`config.mk`:
```
export PLATFORM = sky130hd
export DESIGN_NAME = shift_register_piso_tx_flat
export DESIGN_NICKNAME = d
export VERILOG_FILES = /design/src/rtl/shift_register_piso_tx_if.sv /design/src/rtl/shift_register_piso_tx.sv /design/src/flat_wrapper.sv
export SDC_FILE = /design/constraint.sdc
export NUM_CORES = 1
export LEC_CHECK = 0
export ABC_AREA = 1
export CORE_AREA = 8 8 45 47
export DETAILED_ROUTE_END_ITERATION = 10
export DIE_AREA = 0 0 53 55
export SYNTH_ARGS = -nofsm -noshare
export SYNTH_HDL_FRONTEND = slang
export SYNTH_SLANG_ARGS = --single-unit
```
`constraint.sdc`:
```
create_clock -name clk -period 1.05 [get_ports clk]
set_input_delay 0.21 -clock clk [delete_from_list [all_inputs] [get_ports clk]]
set_output_delay 0.21 -clock clk [all_outputs]
set_load 0.02 [all_outputs]
```
`src/rtl/shift_register_piso_tx_if.sv`:
```
// rtl/shift_register_piso_tx_if.sv - load handshake and serial output bundle for the PISO transmitter
interface shift_register_piso_tx_if #(
  parameter int WIDTH = 4
);
  logic             load_valid;
  logic             load_ready;
  logic [WIDTH-1:0] parallel_in;
  logic             data_out;
  logic             out_valid;
  logic             busy;
  logic             done;

  modport master (
    output load_valid,
    output parallel_in,
    input  load_ready,
    input  data_out,
    input  out_valid,
    input  busy,
    input  done
  );

  modport slave (
    input  load_valid,
    input  parallel_in,
    output load_ready,
    output data_out,
    output out_valid,
    output busy,
    output done
  );
endinterface

```
`src/rtl/shift_register_piso_tx.sv`:
```
// rtl/shift_register_piso_tx.sv - parallel-in/serial-out transmitter; PISO_PARITY_EN appends an even-parity bit
module shift_register_piso_tx #(
  parameter int WIDTH     = 4,
  parameter bit MSB_FIRST = 1'b1
) (
  input  logic                   clk,
  input  logic                   reset,
  shift_register_piso_tx_if.slave bus
);

  localparam int              CW         = $clog2(WIDTH);
  localparam logic [CW-1:0]   LAST_IDX   = CW'(WIDTH - 1);
  localparam logic [CW-1:0]   PENULT_IDX = CW'(WIDTH - 2);

`ifdef PISO_PARITY_EN
  localparam bit PARITY_EN = 1'b1;
  typedef enum logic [1:0] {IDLE = 2'd0, SHIFT = 2'd1, PARITY = 2'd2} state_t;
`else
  localparam bit PARITY_EN = 1'b0;
  typedef enum logic [1:0] {IDLE = 2'd0, SHIFT = 2'd1} state_t;
`endif

  state_t           state;
  logic [WIDTH-1:0] shift_reg;
  logic [CW-1:0]    count;
  logic             data_out_r;
  logic             out_valid_r;
  logic             busy_r;
  logic             done_r;
  logic             accept;
`ifdef PISO_PARITY_EN
  logic             parity_r;
`endif

  // Bit that leaves the word first in the configured direction.
  function automatic logic first_bit(input logic [WIDTH-1:0] w);
    return MSB_FIRST ? w[WIDTH-1] : w[0];
  endfunction

  // Drop the bit just sent; vacated positions fill with zero.
  function automatic logic [WIDTH-1:0] shift_word(input logic [WIDTH-1:0] w);
    return MSB_FIRST ? (w << 1) : (w >> 1);
  endfunction

  // Ready while idle or on the final frame cycle so frames can abut with no gap.
  assign bus.load_ready = ~reset & ((state == IDLE) | done_r);
  assign accept         = bus.load_valid & bus.load_ready;

  assign bus.data_out  = data_out_r;
  assign bus.out_valid = out_valid_r;
  assign bus.busy      = busy_r;
  assign bus.done      = done_r;

  // Frame FSM: the first bit is registered straight from parallel_in at the
  // accept edge, the shift register holds the bits still to be sent.
  always_ff @(posedge clk or posedge reset) begin
    if (reset) begin
      state       <= IDLE;
      shift_reg   <= '0;
      count       <= '0;
      data_out_r  <= 1'b0;
      out_valid_r <= 1'b0;
      busy_r      <= 1'b0;
      done_r      <= 1'b0;
`ifdef PISO_PARITY_EN
      parity_r    <= 1'b0;
`endif
    end else if (accept) begin
      state       <= SHIFT;
      shift_reg   <= shift_word(bus.parallel_in);
      count       <= '0;
      data_out_r  <= first_bit(bus.parallel_in);
      out_valid_r <= 1'b1;
      busy_r      <= 1'b1;
      done_r      <= 1'b0;
`ifdef PISO_PARITY_EN
      parity_r    <= ^bus.parallel_in;
`endif
    end else begin
      case (state)
        SHIFT: begin
          if (count != LAST_IDX) begin
            data_out_r <= first_bit(shift_reg);
            shift_reg  <= shift_word(shift_reg);
            count      <= count + 1'b1;
            done_r     <= (count == PENULT_IDX) && !PARITY_EN;
          end else begin
`ifdef PISO_PARITY_EN
            state      <= PARITY;
            data_out_r <= parity_r;
            done_r     <= 1'b1;
`else
            state       <= IDLE;
            count       <= '0;
            data_out_r  <= 1'b0;
            out_valid_r <= 1'b0;
            busy_r      <= 1'b0;
            done_r      <= 1'b0;
`endif
          end
        end
`ifdef PISO_PARITY_EN
        PARITY: begin
          state       <= IDLE;
          count       <= '0;
          data_out_r  <= 1'b0;
          out_valid_r <= 1'b0;
          busy_r      <= 1'b0;
          done_r      <= 1'b0;
        end
`endif
        default: begin
          state       <= IDLE;
          count       <= '0;
          data_out_r  <= 1'b0;
          out_valid_r <= 1'b0;
          busy_r      <= 1'b0;
          done_r      <= 1'b0;
        end
      endcase
    end
  end

endmodule

```
`src/flat_wrapper.sv`:
```
// flat-port wrapper written by rule: the top's interface ports become plain ports
module shift_register_piso_tx_flat 
#(
  parameter int WIDTH     = 4,
  parameter bit MSB_FIRST = 1'b1
)
  (clk, reset, bus_load_valid, bus_parallel_in, bus_load_ready, bus_data_out, bus_out_valid, bus_busy, bus_done);
  shift_register_piso_tx_if #(.WIDTH(WIDTH)) bus_i ();
  input  logic clk;
  input  logic reset;
  input wire logic [$bits(bus_i.load_valid)-1:0] bus_load_valid;
  input wire logic [$bits(bus_i.parallel_in)-1:0] bus_parallel_in;
  output wire logic [$bits(bus_i.load_ready)-1:0] bus_load_ready;
  output wire logic [$bits(bus_i.data_out)-1:0] bus_data_out;
  output wire logic [$bits(bus_i.out_valid)-1:0] bus_out_valid;
  output wire logic [$bits(bus_i.busy)-1:0] bus_busy;
  output wire logic [$bits(bus_i.done)-1:0] bus_done;
  assign bus_i.load_valid = bus_load_valid;
  assign bus_i.parallel_in = bus_parallel_in;
  assign bus_load_ready = bus_i.load_ready;
  assign bus_data_out = bus_i.data_out;
  assign bus_out_valid = bus_i.out_valid;
  assign bus_busy = bus_i.busy;
  assign bus_done = bus_i.done;
  shift_register_piso_tx #(.WIDTH(WIDTH), .MSB_FIRST(MSB_FIRST)) u_core (.clk(clk), .reset(reset), .bus(bus_i));
endmodule
```
=== Word-level counts from Yosys, hierarchy flattened ===
Cells that the tools add are included.

* Bitwise logic cells: 4
* Eq/ne operators: 4
* Multiplexer cells: 18
* $add $sub $neg: 1
* Reductions and logical operators: 4

{| class="wikitable"
|+ Operator list
! cell !! number
|-
| 2-to-1 mux 2 bit || 6
|-
| 2-to-1 mux 4 bit || 3
|-
| 2-to-1 mux 1 bit || 9
|-
| nonzero test 2 bit || 2
|-
| inequality test 3 x 2 -> 1 bit, second input constant || 1
|-
| adder 2 x 1 -> 2 bit, second input constant || 1
|-
| AND 1 bit || 2
|-
| equality test 2 x 1 -> 1 bit, second input constant || 1
|-
| equality test 2 bit, second input constant || 1
|-
| logical NOT 2 bit || 1
|-
| inequality test 2 bit, second input constant || 1
|-
| AND reduction 2 bit || 1
|-
| inverter 1 bit || 1
|-
| OR 1 bit || 1
|}

* Logic and storage cells: 37
* Input bits: 7
* Bits in registers: 11
* Output and inout bits: 5

=== Longest topological paths before layout ===
* Word-level depth: 6
* Mapped depth: 5
* Depth with buffers taken out: 5

=== Worst setup path after synthesis ===
No wires, ideal clock.

* Path kind: reg-to-reg
* Start point: register, netlist name u_core.bus.out_valid
* End point: register u_core.shift_reg[2]
* Slack: -0.090 ns
* Library setup time: 0.069 ns
* Cell stages (with the launch flop): 4
* Data arrival time: 1.070 ns
* Buffers on the path: 0
* Required time: 0.981 ns
* Clock period less this slack: 1.140 ns
* Cell sequence: dfrtp_1 -> a21oi_2 -> nand3_1 -> nand3_1

{| class="wikitable"
|+ RTL lines
! element !! RTL line !! source
|-
| end signal, assigned || shift_register_piso_tx.sv:70 || <nowiki>shift_reg <= shift_word(bus.parallel_in);</nowiki>
|-
| end signal, assigned || shift_register_piso_tx.sv:84 || <nowiki>shift_reg <= shift_word(shift_reg);</nowiki>
|-
| end, declared || shift_register_piso_tx.sv:24 || <nowiki>logic [WIDTH-1:0] shift_reg;</nowiki>
|}

=== Worst setup path after layout ===
* Start point: register u_core.done_r (netlist: u_core.bus.done)
* End point: output port bus_load_ready

* Cells in the longest elaborated chain, start to end: 2

{| class="wikitable"
|+ Ends and longest elaborated chain
! element !! RTL line !! source
|-
| start, declared || shift_register_piso_tx.sv:29 || <nowiki>logic done_r;</nowiki>
|-
| start signal, assigned || shift_register_piso_tx.sv:86 || <nowiki>done_r <= (count == PENULT_IDX) && !PARITY_EN;</nowiki>
|-
| OR 1 bit || shift_register_piso_tx.sv:46 || <nowiki>assign bus.load_ready = ~reset & ((state == IDLE) | done_r);</nowiki>
|-
| AND 1 bit || shift_register_piso_tx.sv:46 ||
|-
| end, declared || flat_wrapper.sv:13 || <nowiki>output wire logic [$bits(bus_i.load_ready)-1:0] bus_load_ready;</nowiki>
|}

No other way between the ends.

==> results.txt <==
The flow ran to the end, but the final reports show violations. The checks that failed: negative setup slack. The slowest stage of the critical path belongs to the cell sky130_fd_sc_hd__dfrtp_1.

Following the worst setup path forward leads to its endpoint at bus_load_ready. The endpoint of the most critical register-to-register path is u_core.shift_reg[3]$_DFFE_PP0P_. The sequential area share after synthesis came out at 0.510.

The I/O pin count came out at 12. The combined area of all synthesized cells came out at 393 um^2. Relative to the synthesized area, the layout overhead comes to 76.4%. The flip-flop count of the largest register after layout came out at 3. The share of the synthesized area in the top cell type came out at 0.510. The total detailed-routing wirelength is 1020 um. The number of maximum-capacitance constraint violations came out at 0. The total congestion overflow is 0.

The time the final worst path needs with I/O delays and setup is 1.18 ns. For this design the static power due to leakage is 0.351 nW. The total global-route track usage came out at 0.0747. The root cell of the clock tree is sky130_fd_sc_hd__clkbuf_4. The clock latency at the later pin of the worst-skew pair is 0.27 ns. The setup check on the worst reg-to-reg path leaves a slack of -0.04 ns. In this run the critical register-to-register path is launched from u_core.count[0]$_DFF_PP0_.

The first global-routing pass estimated 1480 um of wire. The net count after synthesis came out at 51. Setup repair after global routing could not meet its margin everywhere. The vias after detailed routing is 370. The x dimension of the die is 53 um.

The max-slew violation count came out at 0. The depth of the worst register-to-register path came out at 5. For the final database, setup skew stands at 0.0148 ns. The largest net degree at the start of global routing came out at 9. The setup total negative slack came out at -0.470 ns. The initial DRC count is 9. Traced cell by cell, the critical path runs through inv_2 -> a21oi_4 -> buf_6. The worst setup path is captured at an output pin. At the end of routability-driven placement, the weighted congestion stood at 0.738. The total of buffers placed on input and output ports is 11. Summed over all instances, the cell type with the most area after synthesis is sky130_fd_sc_hd__dfrtp_1. The floorplan step defined a core boundary enclosing 1380 um^2. The number of setup violations in the final report is 7. The number of non-filler instances in the completed layout came out at 82. From bottom edge to top edge, the die measures 55 um. Broken down by cell family, the worst path's largest delay share belongs to flip-flops. 0 antenna diodes ended up in the layout.

The clock net sink count is 8. The post-synthesis instance total is 42. The hold violation count in the final report came to 0. The total number of placement rows is 14. The synthesized design contains 8 register bits.

TritonCTS built the clock tree. The logic depth of the worst path, buffers included is 3. The placed wire-length estimate is 710 um. The data arrival at the endpoint of the critical path came out at 0.97 ns.

The H-tree depth came out at 1. The count of hold-fix buffers inserted at cts came out at 0. The completed layout was analyzed and its total power is 0.00184 W.

The worst-case IR drop observed on VDD is 0.924 mV. The number of global-route vias before repair was 322. Data on the critical path is required at its endpoint by 0.84 ns.

The starting density of the core came out at 0.284. The total instance count after detailed placement is 75. The detail route stage leaves a number of antenna-violating nets equal to 0. The final net count is 76.

The tightest min-delay check is of the input pin to async pin type. The die covers 2920 um^2. The number of buffers on the longest clock path is 2. The number of antenna violations at the first check in global routing is 0. The smallest setup slack after layout came out at -0.127 ns.

The worst path buffer plus inverter count is 2. The worst setup path is launched from a register. The worst stage delay on the critical path came out at 0.36 ns.

The worst slew slack as a fraction of its limit is 0.851. After clock tree synthesis, the clock-pin slew on the worst setup and hold paths is 0.07 ns. The fraction of final layout cells sized beyond drive strength 1 is 0.561. The startpoint of the most critical setup path is u_core.bus.done$_DFF_PP0_. The total of warnings raised by yosys came out at 0. In the final routed layout, each cell accounts on average for 12.4 um. Ranked by total cell area, the synthesized netlist is headed by sky130_fd_sc_hd__dfrtp_1, sky130_fd_sc_hd__nand3_1, sky130_fd_sc_hd__ha_1, sky130_fd_sc_hd__inv_1, sky130_fd_sc_hd__nand2_1.

The post-route clock period utilization is 1.12. The number of detailed-routing iterations run before antenna repair came out at 2. The worst hold slack came out at 0.465 ns. The number of library cell types mapped by synthesis is 11. The actual slew at the worst max-slew pin came out at 0.223 ns. The critical path class is register to output pin. After detailed routing, the number of remaining DRC violations is 0. The number of clock buffers added by TritonCTS is 3.

The post-synthesis area per instance is 9.35 um^2. The top fanout value on the critical path is 2. The cell area power density came out at 2660 nW/um^2. The via-per-instance ratio is 4.51. The highest achievable clock rate came out at 0.850 GHz.
==> synth_stat cells <==
cell type,n
sky130_fd_sc_hd__buf_4,1
sky130_fd_sc_hd__nand3_1,14
sky130_fd_sc_hd__a21oi_2,1
sky130_fd_sc_hd__inv_1,6
sky130_fd_sc_hd__inv_2,2
sky130_fd_sc_hd__nand3_4,1
sky130_fd_sc_hd__dfrtp_1,8
sky130_fd_sc_hd__nor2_1,1
sky130_fd_sc_hd__nand2_1,5
sky130_fd_sc_hd__ha_1,2
sky130_fd_sc_hd__nor2_4,1
==> worst register-to-register path: cells and delay by family (launching register included) <==
family,cells,cell delay (ns)
and+or+nand+nor,3,0.30
buffers and inverters,1,0.12
adders and majority gates,1,0.20
DFF,1,0.40
==> worst min path at each step <==
stage / from / to / slack, ns
2_1_floorplan: reset / u_core.bus.data_out$_DFF_PP0_ / 0.06
4_1_cts: reset / u_core.bus.data_out$_DFF_PP0_ / 0.44
3_5_place_dp: u_core.shift_reg[1]$_DFFE_PP0P_ / u_core.shift_reg[1]$_DFFE_PP0P_ / 0.49
5_1_grt: reset / u_core.bus.data_out$_DFF_PP0_ / 0.48
6_report: reset / u_core.bus.data_out$_DFF_PP0_ / 0.47
3_3_place_gp: u_core.shift_reg[1]$_DFFE_PP0P_ / u_core.shift_reg[1]$_DFFE_PP0P_ / 0.48
==> timing repair <==
item / 4_1_cts / 5_1_grt
endpoints found under the setup margin: 13 / 12
gates resized for setup: 29 / 15
setup buffers: 2 / 1
endpoints found under the hold margin: 0 / 0
pin swaps: 1 / 6
cloned: 1 / 0
==> per-stage QoR <==
step                      utilization  worst slack [ns]  cell area [um^2]
after detailed placement        0.417            -0.589               577
after floorplan                     -            0.0196               402
after CTS                       0.454            -0.127               628
after global routing            0.501            -0.178               693
after global placement          0.417            -0.566               577
final                           0.501            -0.127               693
==> metal layers <==
layer	wire [um]	track usage	up-vias	share of wire
met5	0	0	-	0
met4	36	0.0647	0	0.035
met3	84	0.0455	4	0.083
met2	495	0.0977	12	0.49
met1	401	0.0833	168	0.39
li1	-	-	186	-
==> where the power goes <==
group / internal (W) / switching (W) / total [W]
combinational: 0.000517 / 0.000542 / 0.00106
sequential: 0.000430 / 0.0000866 / 0.000516
clock: 0.000146 / 0.000121 / 0.000267
==> cells by family after synthesis <==
kind of cell / after synthesis / synth area share
buf+inv: 9 / 0.0956
simple gates: 22 / 0.309
compound gates: 1 / 0.0223
fa+ha+maj: 2 / 0.0637
flops: 8 / 0.510
==> cells in the final DEF (no fill, tap or decap), drive strengths merged <==
| master | n |
|---|---|
| inv | 8 |
| buf | 14 |
| clkbuf | 4 |
| a21oi | 1 |
| clkdlybuf4s50 | 6 |
| dfrtp | 8 |
| nor2 | 2 |
| ha | 2 |
| nand2 | 5 |
| nand3 | 16 |
==> area by class of cell <==
type | instances | area (um^2)
Clock buffer | 4 | 26.3
Fill cell | 130 | 691
Inverter | 8 | 30.0
Multi-Input combinational cell | 26 | 233
Sequential cell | 8 | 201
Tap cell | 16 | 20.0
Timing Repair Buffer | 20 | 183
(Power assumes the default switching activity.)
